$ cat config.mk
export PLATFORM = sky130hd
export DESIGN_NAME = axi_lite_regfile
export DESIGN_NICKNAME = d
export VERILOG_FILES = /design/src/rtl/axi_lite_pkg.sv /design/src/rtl/axi_lite_regfile_store.sv /design/src/rtl/axi_lite_regfile.sv
export SDC_FILE = /design/constraint.sdc
export NUM_CORES = 1
export LEC_CHECK = 0
export CORE_MARGIN = 3
export CORE_UTILIZATION = 25
export DETAILED_ROUTE_END_ITERATION = 16
export PLACE_DENSITY = 0.49
export SKIP_CTS_REPAIR_TIMING = 1
export SYNTH_ARGS = -nofsm -noshare
export SYNTH_HDL_FRONTEND = slang
export SYNTH_SLANG_ARGS = --single-unit
export TNS_END_PERCENT = 30
$ cat constraint.sdc
create_clock -name ACLK -period 4.3 [get_ports ACLK]
set_input_delay 0.86 -clock ACLK [delete_from_list [all_inputs] [get_ports ACLK]]
set_output_delay 0.86 -clock ACLK [all_outputs]
set_load 0.02 [all_outputs]
$ cat src/rtl/axi_lite_pkg.sv
// axi_lite_pkg: response codes and address-to-slot index helper for the AXI4-Lite register file
package axi_lite_pkg;
   localparam logic [1:0] RESP_OKAY   = 2'b00;
   localparam logic [1:0] RESP_SLVERR = 2'b10;
   function automatic int reg_index(input logic [63:0] addr, input int data_w);
      return 32'(addr >> $clog2(data_w / 8));
   endfunction
endpackage

$ cat src/rtl/axi_lite_regfile_store.sv
// axi_lite_regfile_store: register storage with byte-strobe merge, read-only status mux and write pulses
module axi_lite_regfile_store
   import axi_lite_pkg::*;
#(
   parameter int DATA_W = 32,
   parameter int NUM_REGS = 8,
   parameter int ADDR_W = 6,
   parameter logic [NUM_REGS-1:0] RO_MASK = '0
) (
   input  logic                         clk_i,
   input  logic                         rst_ni,
   input  logic                         wr_en_i,
   input  logic [ADDR_W-1:0]            wr_addr_i,
   input  logic [DATA_W-1:0]            wr_data_i,
   input  logic [DATA_W/8-1:0]          wr_strb_i,
   input  logic [ADDR_W-1:0]            rd_addr_i,
   input  logic [NUM_REGS*DATA_W-1:0]   hw_status_i,
   output logic                         wr_err_o,
   output logic [DATA_W-1:0]            rd_data_o,
   output logic                         rd_err_o,
   output logic [NUM_REGS*DATA_W-1:0]   reg_o,
   output logic [NUM_REGS-1:0]          wr_pulse_o
);
   localparam int NB = DATA_W / 8;
   logic [NUM_REGS-1:0][DATA_W-1:0] regs_q, regs_d;
   logic [NUM_REGS-1:0] pulse_q, pulse_d, wr_sel;
   int wr_idx, rd_idx;
   assign wr_idx = reg_index(64'(wr_addr_i), DATA_W);
   assign rd_idx = reg_index(64'(rd_addr_i), DATA_W);
   always_comb begin
      regs_d = regs_q;
      pulse_d = '0;
      wr_sel = '0;
      rd_data_o = '0;
      for (int i = 0; i < NUM_REGS; i++) begin
         wr_sel[i] = (wr_idx == i) && !RO_MASK[i];
         pulse_d[i] = wr_en_i && wr_sel[i];
         for (int b = 0; b < NB; b++)
            if (pulse_d[i] && wr_strb_i[b]) regs_d[i][8*b +: 8] = wr_data_i[8*b +: 8];
         if (rd_idx == i) rd_data_o = RO_MASK[i] ? hw_status_i[i*DATA_W +: DATA_W] : regs_q[i];
      end
   end
   // out-of-range and read-only targets both leave wr_sel empty
   assign wr_err_o = ~|wr_sel;
   assign rd_err_o = rd_idx >= NUM_REGS;
   assign reg_o = regs_q;
   assign wr_pulse_o = pulse_q;
   always_ff @(posedge clk_i or negedge rst_ni) begin
      if (!rst_ni) begin
         regs_q <= '0;
         pulse_q <= '0;
      end else begin
         regs_q <= regs_d;
         pulse_q <= pulse_d;
      end
   end
endmodule

$ cat src/rtl/axi_lite_regfile.sv
// axi_lite_regfile: AXI4-Lite slave front end with independent AW/W holding registers and read channel
module axi_lite_regfile
   import axi_lite_pkg::*;
#(
   parameter int DATA_W = 32,
   parameter int NUM_REGS = 8,
   parameter int ADDR_W = 6,
   parameter logic [NUM_REGS-1:0] RO_MASK = '0
) (
   input  logic                         ACLK,
   input  logic                         ARESETn,
   input  logic [ADDR_W-1:0]            S_AWADDR,
   input  logic                         S_AWVALID,
   output logic                         S_AWREADY,
   input  logic [DATA_W-1:0]            S_WDATA,
   input  logic [DATA_W/8-1:0]          S_WSTRB,
   input  logic                         S_WVALID,
   output logic                         S_WREADY,
   output logic [1:0]                   S_BRESP,
   output logic                         S_BVALID,
   input  logic                         S_BREADY,
   input  logic [ADDR_W-1:0]            S_ARADDR,
   input  logic                         S_ARVALID,
   output logic                         S_ARREADY,
   output logic [DATA_W-1:0]            S_RDATA,
   output logic [1:0]                   S_RRESP,
   output logic                         S_RVALID,
   input  logic                         S_RREADY,
   output logic [NUM_REGS*DATA_W-1:0]   reg_out,
   output logic [NUM_REGS-1:0]          wr_pulse,
   input  logic [NUM_REGS*DATA_W-1:0]   hw_status
);
   logic aw_held_q, w_held_q, bvalid_q, rvalid_q;
   logic [ADDR_W-1:0] aw_addr_q;
   logic [DATA_W-1:0] w_data_q, rdata_q, rd_data;
   logic [DATA_W/8-1:0] w_strb_q;
   logic [1:0] bresp_q, rresp_q;
   logic aw_fire, w_fire, ar_fire, commit, wr_err, rd_err;
   assign S_AWREADY = !aw_held_q && !bvalid_q;
   assign S_WREADY = !w_held_q && !bvalid_q;
   assign S_ARREADY = !rvalid_q;
   assign S_BVALID = bvalid_q;
   assign S_BRESP = bresp_q;
   assign S_RVALID = rvalid_q;
   assign S_RDATA = rdata_q;
   assign S_RRESP = rresp_q;
   assign aw_fire = S_AWVALID && S_AWREADY;
   assign w_fire = S_WVALID && S_WREADY;
   assign ar_fire = S_ARVALID && S_ARREADY;
   // commit on the edge where the later of the two halves arrives
   assign commit = (aw_held_q || aw_fire) && (w_held_q || w_fire);
   axi_lite_regfile_store #(
      .DATA_W(DATA_W), .NUM_REGS(NUM_REGS), .ADDR_W(ADDR_W), .RO_MASK(RO_MASK)
   ) u_store (
      .clk_i(ACLK),
      .rst_ni(ARESETn),
      .wr_en_i(commit),
      .wr_addr_i(aw_held_q ? aw_addr_q : S_AWADDR),
      .wr_data_i(w_held_q ? w_data_q : S_WDATA),
      .wr_strb_i(w_held_q ? w_strb_q : S_WSTRB),
      .rd_addr_i(S_ARADDR),
      .hw_status_i(hw_status),
      .wr_err_o(wr_err),
      .rd_data_o(rd_data),
      .rd_err_o(rd_err),
      .reg_o(reg_out),
      .wr_pulse_o(wr_pulse)
   );
   always_ff @(posedge ACLK or negedge ARESETn) begin
      if (!ARESETn) begin
         aw_held_q <= 1'b0;
         w_held_q <= 1'b0;
         aw_addr_q <= '0;
         w_data_q <= '0;
         w_strb_q <= '0;
         bvalid_q <= 1'b0;
         bresp_q <= RESP_OKAY;
         rvalid_q <= 1'b0;
         rdata_q <= '0;
         rresp_q <= RESP_OKAY;
      end else begin
         if (commit) begin
            aw_held_q <= 1'b0;
            w_held_q <= 1'b0;
            bvalid_q <= 1'b1;
            bresp_q <= wr_err ? RESP_SLVERR : RESP_OKAY;
         end else begin
            if (aw_fire) begin
               aw_held_q <= 1'b1;
               aw_addr_q <= S_AWADDR;
            end
            if (w_fire) begin
               w_held_q <= 1'b1;
               w_data_q <= S_WDATA;
               w_strb_q <= S_WSTRB;
            end
            if (S_BREADY) bvalid_q <= 1'b0;
         end
         if (ar_fire) begin
            rvalid_q <= 1'b1;
            rdata_q <= rd_err ? '0 : rd_data;
            rresp_q <= rd_err ? RESP_SLVERR : RESP_OKAY;
         end else if (S_RREADY) begin
            rvalid_q <= 1'b0;
         end
      end
   end
endmodule

Word level (Yosys, flattened, before mapping)
Cells that the tools add are included.
{"block": "word_totals", "register_bits": 346, "in_bits": 311, "output_inout_bits": 305, "wordCells": 142}
{"block": "op_classes", "order_cmp": 1, "eq_ne": 14, "muxes": 22, "bitwise_logic": 1, "reduce_logical": 61}
{"operator": "32-bit two-way mux", "n": 10}
{"operator": "32-bit logical NOT", "n": 2}
{"operator": "1-bit logical AND", "n": 46}
{"operator": "4-bit == test, second input constant", "n": 8}
{"operator": "4-bit by 3-bit == test with 1-bit output, second input constant", "n": 4}
{"operator": "4-bit by 2-bit == test with 1-bit output, second input constant", "n": 2}
{"operator": "1-bit two-way mux", "n": 8}
{"operator": "2-bit nonzero test", "n": 4}
{"operator": "8-bit OR reduction", "n": 1}
{"operator": "6-bit two-way mux", "n": 1}
{"operator": "4-bit >= comparator, second input constant", "n": 1}
{"operator": "1-bit logical NOT", "n": 4}
{"operator": "2-bit two-way mux", "n": 2}
{"operator": "4-bit two-way mux", "n": 1}
{"operator": "2-bit AND reduction", "n": 2}
{"operator": "1-bit logical OR", "n": 2}
{"operator": "1-bit NOT", "n": 1}

Logic depth before layout (Yosys ltp)
{"block": "logic_depth", "word_depth": 10, "mapped_depth": 7, "depth_no_buf": 4}

Modules after synthesis
Synthesis repeated with hierarchy kept, for this count alone.
{"block": "unflattened", "cells_unflattened": 1214, "hier_area_um2": 17202.7}
{"module": "axi_lite_regfile_store", "n_inst": 1, "cells_each": 912, "area_each_um2": 13407.9, "seq_area_each_um2": 6606.3}
{"module": "axi_lite_regfile", "n_inst": 1, "cells_each": 302, "area_each_um2": 3794.9, "seq_area_each_um2": 2001.9}

Worst setup path before layout
OpenSTA, ideal clock, no wires.
{"block": "synth_timing", "path_kind": "in2reg", "from": "input S_ARADDR[2]", "to": "register rdata_q[10], in the netlist S_RDATA[10]", "setup_time_ns": 0.126, "arrival_ns": 2.465, "t_required_ns": 4.174, "path_slack_ns": 1.710, "path_stages": 6, "n_path_buf": 3, "path_cell_list": "clkbuf_1 buf_2 buf_1 mux2i_1 o221ai_1 a221o_1"}
{"block": "synth_via", "elab_chain_cells": 10, "word_cells_on_any_way": 18, "cone_classes": "order compare: 1; eq/ne: 7; mux: 9; reduce/logical: 1"}
{"element": "start, declared", "line": "axi_lite_regfile.sv:22", "rtl": "input logic [ADDR_W-1:0] S_ARADDR,"}
{"element": "32-bit logical NOT", "line": "axi_lite_regfile_store.sv:40", "rtl": "if (rd_idx == i) rd_data_o = RO_MASK[i] ? hw_status_i[i*DATA_W +: DATA_W] : regs_q[i];"}
{"element": "32-bit two-way mux (8 in a row)", "line": "axi_lite_regfile_store.sv:40"}
{"element": "32-bit two-way mux (*)", "line": "axi_lite_regfile.sv:101", "rtl": "rdata_q <= rd_err ? '0 : rd_data;"}
{"element": "end signal, assigned", "line": "axi_lite_regfile.sv:101"}
{"element": "end, declared", "line": "axi_lite_regfile.sv:35", "rtl": "logic [DATA_W-1:0] w_data_q, rdata_q, rd_data;"}
Every way passes the cells marked *; elsewhere a longest branch is shown, timed or not.
A chain may end at the register's enable or synchronous reset.

Worst setup path in the final report
{"block": "layout_timing", "from": "input S_AWVALID", "to": "register u_store.regs_q, in the netlist u_store.reg_o[219]"}
{"block": "layout_via", "elab_chain_cells": 5}
{"element": "start, declared", "line": "axi_lite_regfile.sv:13", "rtl": "input logic S_AWVALID,"}
{"element": "1-bit logical AND", "line": "axi_lite_regfile.sv:47", "rtl": "assign aw_fire = S_AWVALID && S_AWREADY;"}
{"element": "1-bit logical OR", "line": "axi_lite_regfile.sv:51", "rtl": "assign commit = (aw_held_q || aw_fire) && (w_held_q || w_fire);"}
{"element": "1-bit logical AND", "line": "axi_lite_regfile.sv:51"}
{"element": "1-bit logical AND", "line": "axi_lite_regfile_store.sv:37", "rtl": "pulse_d[i] = wr_en_i && wr_sel[i];"}
{"element": "1-bit logical AND", "line": "axi_lite_regfile_store.sv:39", "rtl": "if (pulse_d[i] && wr_strb_i[b]) regs_d[i][8*b +: 8] = wr_data_i[8*b +: 8];"}
{"element": "end signal, assigned", "line": "axi_lite_regfile_store.sv:53", "rtl": "regs_q <= regs_d;"}
{"element": "end, declared", "line": "axi_lite_regfile_store.sv:25", "rtl": "logic [NUM_REGS-1:0][DATA_W-1:0] regs_q, regs_d;"}
No other way between the ends.

==> impl_results.md <==
- Outcome: finished clean
- Async SR Flop Fraction: 1.000
- Post-synth top area cell: dfrtp_1
- Seq/Total Area, Yosys: 0.5483
- Critical path type: in -> reg
- Placed cell area: 20,230 um^2
- Register bit total from synthesis: 342
- Routed wire length: 61,350 um
- Reg2Reg Depth: 3
- Port Buffers: 353
- CP Max Fanout: 8
- Rows: 90
- First-pass GRT wire length: 90,250 um
- Num CTS Buffers: 42
- Top cell type's share of synthesized area: 0.5483
- Wirelength per Cell: 25.42 um
- Hold Vio Cnt, Final: 0
- Crit-path slowest cell: nor2_1
- Via/cell ratio: 4.855
- Vias in the first global route: 12.50k
- Top-count cell post-synth: dfrtp_1
- RSZ-0062 raised after global routing: false
- Die ar.: 65,470 um^2
- Commonest cells post-synth: dfrtp_1, mux2_2, mux2i_1, nand2_1, clkbuf_1
- Core footprint: 61,030 um^2
- Worst hold path type: in -> async
- Fmax: 317.7 MHz
- Synth Flop Type: dfrtp_1
- Synth cell types: 39
- PD cells: 753.9 nW/um^2
- Crit-path max cell delay: 1.03 ns
- Mapped Cells: 1,186
- Clock insertion delay at the later pin of the skew report: 0.55 ns
- Post-layout nets: 1,861
- Pleak: 9.180 nW
- CP Capture Type: flop
- R2R Path Start: aw_held_q$_DFFE_PN0P_
- FILL cells: 6,098
- Gp weighted congestion: 0.7709
- Final Cell Area: 21,680 um^2
- Initial antenna violation count: 3
- Max Slew Vio Count: 0
- Share of cells above drive strength 1: 0.2984
- Number of H-tree levels: 2
- Worst reg2reg setup slack: 1.34 ns
- Max-cap check violation count: 0
- Critical Path, Cell by Cell: clkdlybuf4s50_1 > nor2b_1 > buf_4 > o221ai_1 > nor2_1 > mux2_2
- Top Ports: 616
- Slew at the pin closest to its max-slew limit: 1.131 ns
- Area Overhead vs Synth: 38.93%
- Synth warn: 0
- Fin cells: 2,413
- Critical Path RT: 4.73 ns
- Worst r2r dst: u_store.reg_o[219]$_DFFE_PN0P_
- CTS Buffer Depth: 3
- GRT Util Overall: 0.1846
- Initial DRC Count: 615
- ANT nets after route: 0
- Largest net degree at the start of global routing: 92
- Critical Path AT: 3.58 ns
- Total grt overflow: 0
- Drt pass-1 iters: 5
- Dpl hpwl: 41,870 um
- Mapped Area: 15,610 um^2
- CP Launch Type: input port
- Peak supply drop: 0.0003248 V
- Clk sinks: 342
- Residual DRC: 0
- Final setup fails: 0
- DP Cell Count: 2,334
- Effective utilization at floorplan: 0.2557
- Height of the die: 255.9 um
- Worst slew margin: 0.2432
- Die W: 255.9 um
- TritonCTS clock tree: yes
- Area contributors post-synth: dfrtp_1, mux2_2, mux2i_1
- Clock root buffer: clkbuf_16
- Post-route minimum period: 3.148 ns
- Period Utilization, post-route: 0.7320
- Post-synth EDFFs: 0
- Sum of negative setup slack: 0 ns
- Syn avg cell area: 13.16 um^2
- Vias after detailed routing: 11.72k
- Clock-pin slew on the worst setup and hold paths: 0.06 ns
- Post-Route Skew: 0.01428 ns
cell type report:
class                      count  area, um^2  area share
multi-input combinational    766        6763      0.3119
sequential                   342        8559      0.3947
tap                          828        1036     0.04778
clock inverter                12       167.7    0.007732
inverter                      11       41.29    0.001904
clock buffer                  64        1275     0.05880
antenna                        3       7.507   0.0003462
timing repair buffer         387        3835      0.1769
metrics by stage:
stage | worst slack [ns] | hold WS (ns) | total power, mW | util
floorplan | 1.710 | 0.4737 | 9.049 | -
global route | 1.029 | 0.3900 | 17.22 | 0.3552
finish | 1.152 | 0.3422 | 16.35 | 0.3553
global placement | 0.5861 | 0.4754 | 12.64 | 0.3315
CTS | 1.099 | 0.3513 | 16.55 | 0.3552
detailed placement | 0.4895 | 0.4878 | 12.74 | 0.3315
cell families (layout without fill, tap and decap cells):
family	after synthesis	in the layout	synth area share
AND/OR/NAND/NOR	148	148	0.04914
multiplexers	396	396	0.2810
AO/OA/AOI/OAI	220	220	0.1014
buffers and inverters	79	474	0.01988
other	1	5	0.0002403
flip-flops	342	342	0.5483
sequential cells by signal (all words and copies together), names as in the netlist:
register	cells
w_held_q	1
S_BVALID	1
S_BRESP	1
w_strb_q	4
u_store.wr_pulse_o	8
u_store.reg_o	256
S_RDATA	32
S_RRESP	1
aw_held_q	1
w_data_q	32
aw_addr_q	4
S_RVALID	1
metal layers:
layer  track usage  up-vias  wire length [um]
met3       0.06520       69              5173
met5             0        -                 0
li1              -     5191                 -
met1        0.2472     6076             27580
met4       0.04134        0              1093
met2        0.2870      379             27510
critical path: cells and delay by family:
family                 cells  cell delay (ns)
and+or+nand+nor            2             1.18
buffers and inverters      2             0.68
AOI/OAI and AO/OA          1             0.43
muxes                      1             0.42
layout by cell type (no fill, tap or decap), drive strengths merged:
| cell type | count |
|---|---|
| a222oi | 2 |
| or2 | 2 |
| dfrtp | 342 |
| and3 | 3 |
| o221ai | 34 |
| conb | 2 |
| nor4bb | 2 |
| nand2b | 6 |
| a211o | 2 |
| nor3 | 2 |
| nor3b | 7 |
| bufinv | 4 |
| mux2i | 58 |
| a21o | 2 |
| inv | 10 |
| a21boi | 4 |
| a2111oi | 2 |
| clkbuf | 64 |
| o2bb2ai | 25 |
| a221o | 25 |
| clkdlybuf4s50 | 349 |
| nand2 | 66 |
| a211oi | 32 |
| o22ai | 7 |
| o21ai | 35 |
| and3b | 4 |
| nand3b | 12 |
| or3 | 3 |
| a31oi | 5 |
| a21oi | 45 |
| nor2b | 2 |
| or3b | 3 |
| mux2 | 338 |
| diode | 3 |
| nor2 | 36 |
| clkinv | 9 |
| buf | 38 |
worst max path at each step:
stage | start | to | slack, ns | cells past startpoint
3_5_place_dp | S_AWVALID | u_store.reg_o[216]$_DFFE_PN0P_ | 0.49 | 6
5_1_grt | S_AWADDR[4] | u_store.reg_o[217]$_DFFE_PN0P_ | 1.03 | 5
3_3_place_gp | S_AWVALID | u_store.reg_o[219]$_DFFE_PN0P_ | 0.59 | 6
2_1_floorplan | S_ARADDR[2] | S_RDATA[10]$_DFFE_PN0P_ | 1.71 | 6
6_report | S_AWVALID | u_store.reg_o[219]$_DFFE_PN0P_ | 1.15 | 6
4_1_cts | S_AWVALID | u_store.reg_o[221]$_DFFE_PN0P_ | 1.10 | 6
power breakdown:
| part | total [mW] | leakage [nW] | internal, mW | switching (mW) |
|---|---|---|---|---|
| logic | 6.98 | 3.98 | 3.42 | 3.56 |
| clock network | 3.69 | 0.715 | 2.28 | 1.41 |
| registers | 5.68 | 4.48 | 4.56 | 1.12 |
(Power assumes the default switching activity.)
==> RTL edit (same settings) <==
`RO_MASK` is set to '0 in 2 places; all go to 1.
--- a/src/rtl/axi_lite_regfile_store.sv
+++ b/src/rtl/axi_lite_regfile_store.sv
@@ -5,7 +5,7 @@
    parameter int DATA_W = 32,
    parameter int NUM_REGS = 8,
    parameter int ADDR_W = 6,
-   parameter logic [NUM_REGS-1:0] RO_MASK = '0
+   parameter logic [NUM_REGS-1:0] RO_MASK = 1
 ) (
    input  logic                         clk_i,
    input  logic                         rst_ni,
--- a/src/rtl/axi_lite_regfile.sv
+++ b/src/rtl/axi_lite_regfile.sv
@@ -5,7 +5,7 @@
    parameter int DATA_W = 32,
    parameter int NUM_REGS = 8,
    parameter int ADDR_W = 6,
-   parameter logic [NUM_REGS-1:0] RO_MASK = '0
+   parameter logic [NUM_REGS-1:0] RO_MASK = 1
 ) (
    input  logic                         ACLK,
    input  logic                         ARESETn,
Check against the original RTL: not equivalent (Yosys sat finds a counterexample within 4 cycles, from zero or initial values and one cycle with ARESETn low).
==> RTL edit against the original RTL <==
- power decreased by 7.6%
- sequential cell count is 33 lower
- final cell count down 1.2%
- worst setup slack gained 0.11 ns
- routed wire length grew 0.70%
- critical path depth stayed put
- final area decreased by 4.3%
- synthesized area down 4.5%
==> RTL edit: results (changes against the original RTL) <==
Place
  • GP Congestion: 0.831 (+7.8%)
  • Post-DP HPWL: 43.2 mm (+3.1%)
  • Placed cells: 2,308 (-1.1%)

Global routing
  • Met1 GRT Util: 25.6% (+0.84 points)
  • Pin count of the biggest net entering global routing: 95 (+3.3%)
  • First-pass GRT wire length: 89.9 mm (-0.40%)
  • All-Layer GR Usage: 19.4% (+0.90 points)
  • GR Util met2: 30.2% (+1.5 points)

Setup path
  • Data arrival, critical path: 3.47 ns (-0.11 ns)
  • Critical path's slowest cell: clkdlybuf4s50_1

Final layout
  • # fillers: 5,881 (-3.6%)
  • Layout Nets: 1,897 (+1.9%)
  • Share of layout cells above drive strength 1: 26.7% (-3.1 points)

Clock tree
  • Worst-Skew Late Latency: 0.57 ns (+0.02 ns)

Pwr
  • Switching pwr: 5.72 mW (-6.0%)

Timing
  • Clock skew: 0.0242 ns (+0.00993 ns)
  • Final period util: 70.6% (-2.6 points)

Route
  • Met2 WL: 27.6 mm (+0.43%)
  • Vias per cell: 4.94 (+1.8%)
  • 1st-iter DRT viols: 582 (-5.4%)
  • Drt wl/cell: 25.9 um (+2.0%)
  • Final WL: 61.8 mm (+0.70%)

Status
  • Outcome: completed

Yosys
  • Post-synth cell types: 43 (+10%)
  • Sequential area share after synthesis: 51.9% (-2.9 points)
[RTL edit: changes by cell type in the layout (fill, tap and decap cells not counted), moves of 22 or more]
cell,before,now
conb_1,2,35
a221o_1,25,2
a2bb2oi_1,0,27
a21oi_1,45,13
nand2b_1,4,30
dfrtp_1,341,308
o2bb2ai_1,25,0
nand3_1,0,22
mux2_2,338,301
nor2_1,24,69
[RTL edit: path summary, 6_finish.rpt]
kind,from,endpoint,depth (start not counted)
min in group ACLK,S_RDATA[11],S_RDATA[11],2
setup reg to reg,aw_held_q,u_store.reg_o[184],5
hold reg to reg,S_RDATA[11],S_RDATA[11],2
max in group asynchronous,ARESETn,w_data_q[0],2
setup / recovery,S_AWADDR[4],u_store.reg_o[184],6
hold / removal,ARESETn,u_store.reg_o[43],1
[RTL edit: power groups by stage]
stage	sequential (mW)	clock [mW]	combinational, mW
2_1_floorplan	6.18	0	2.14
5_1_grt	5.43	3.63	6.87
3_3_place_gp	5.24	0	6.47
4_1_cts	5.24	3.52	6.54
3_5_place_dp	5.27	0	6.51
6_report	5.24	3.42	6.46
[RTL edit: area by class of cell]
| class | instances | share of cell area [%] |
|---|---|---|
| clock inverters | 6 | 0.320 |
| inverters | 7 | 0.127 |
| well taps | 765 | 4.61 |
| flip-flops and latches | 309 | 37.3 |
| repair buffers | 404 | 19.0 |
| clock buffers | 69 | 6.14 |
| multi-input cells | 823 | 32.5 |
[RTL edit: cells by family (layout without fill, tap and decap cells)]
kind of cell	after synthesis	after routing	synth area share (%)
other cells	1	35	0.0252
flops	309	309	51.9
buf+inv	114	486	3.75
compound gates	209	209	10.3
mux	343	343	25.7
simple gates	236	236	8.30
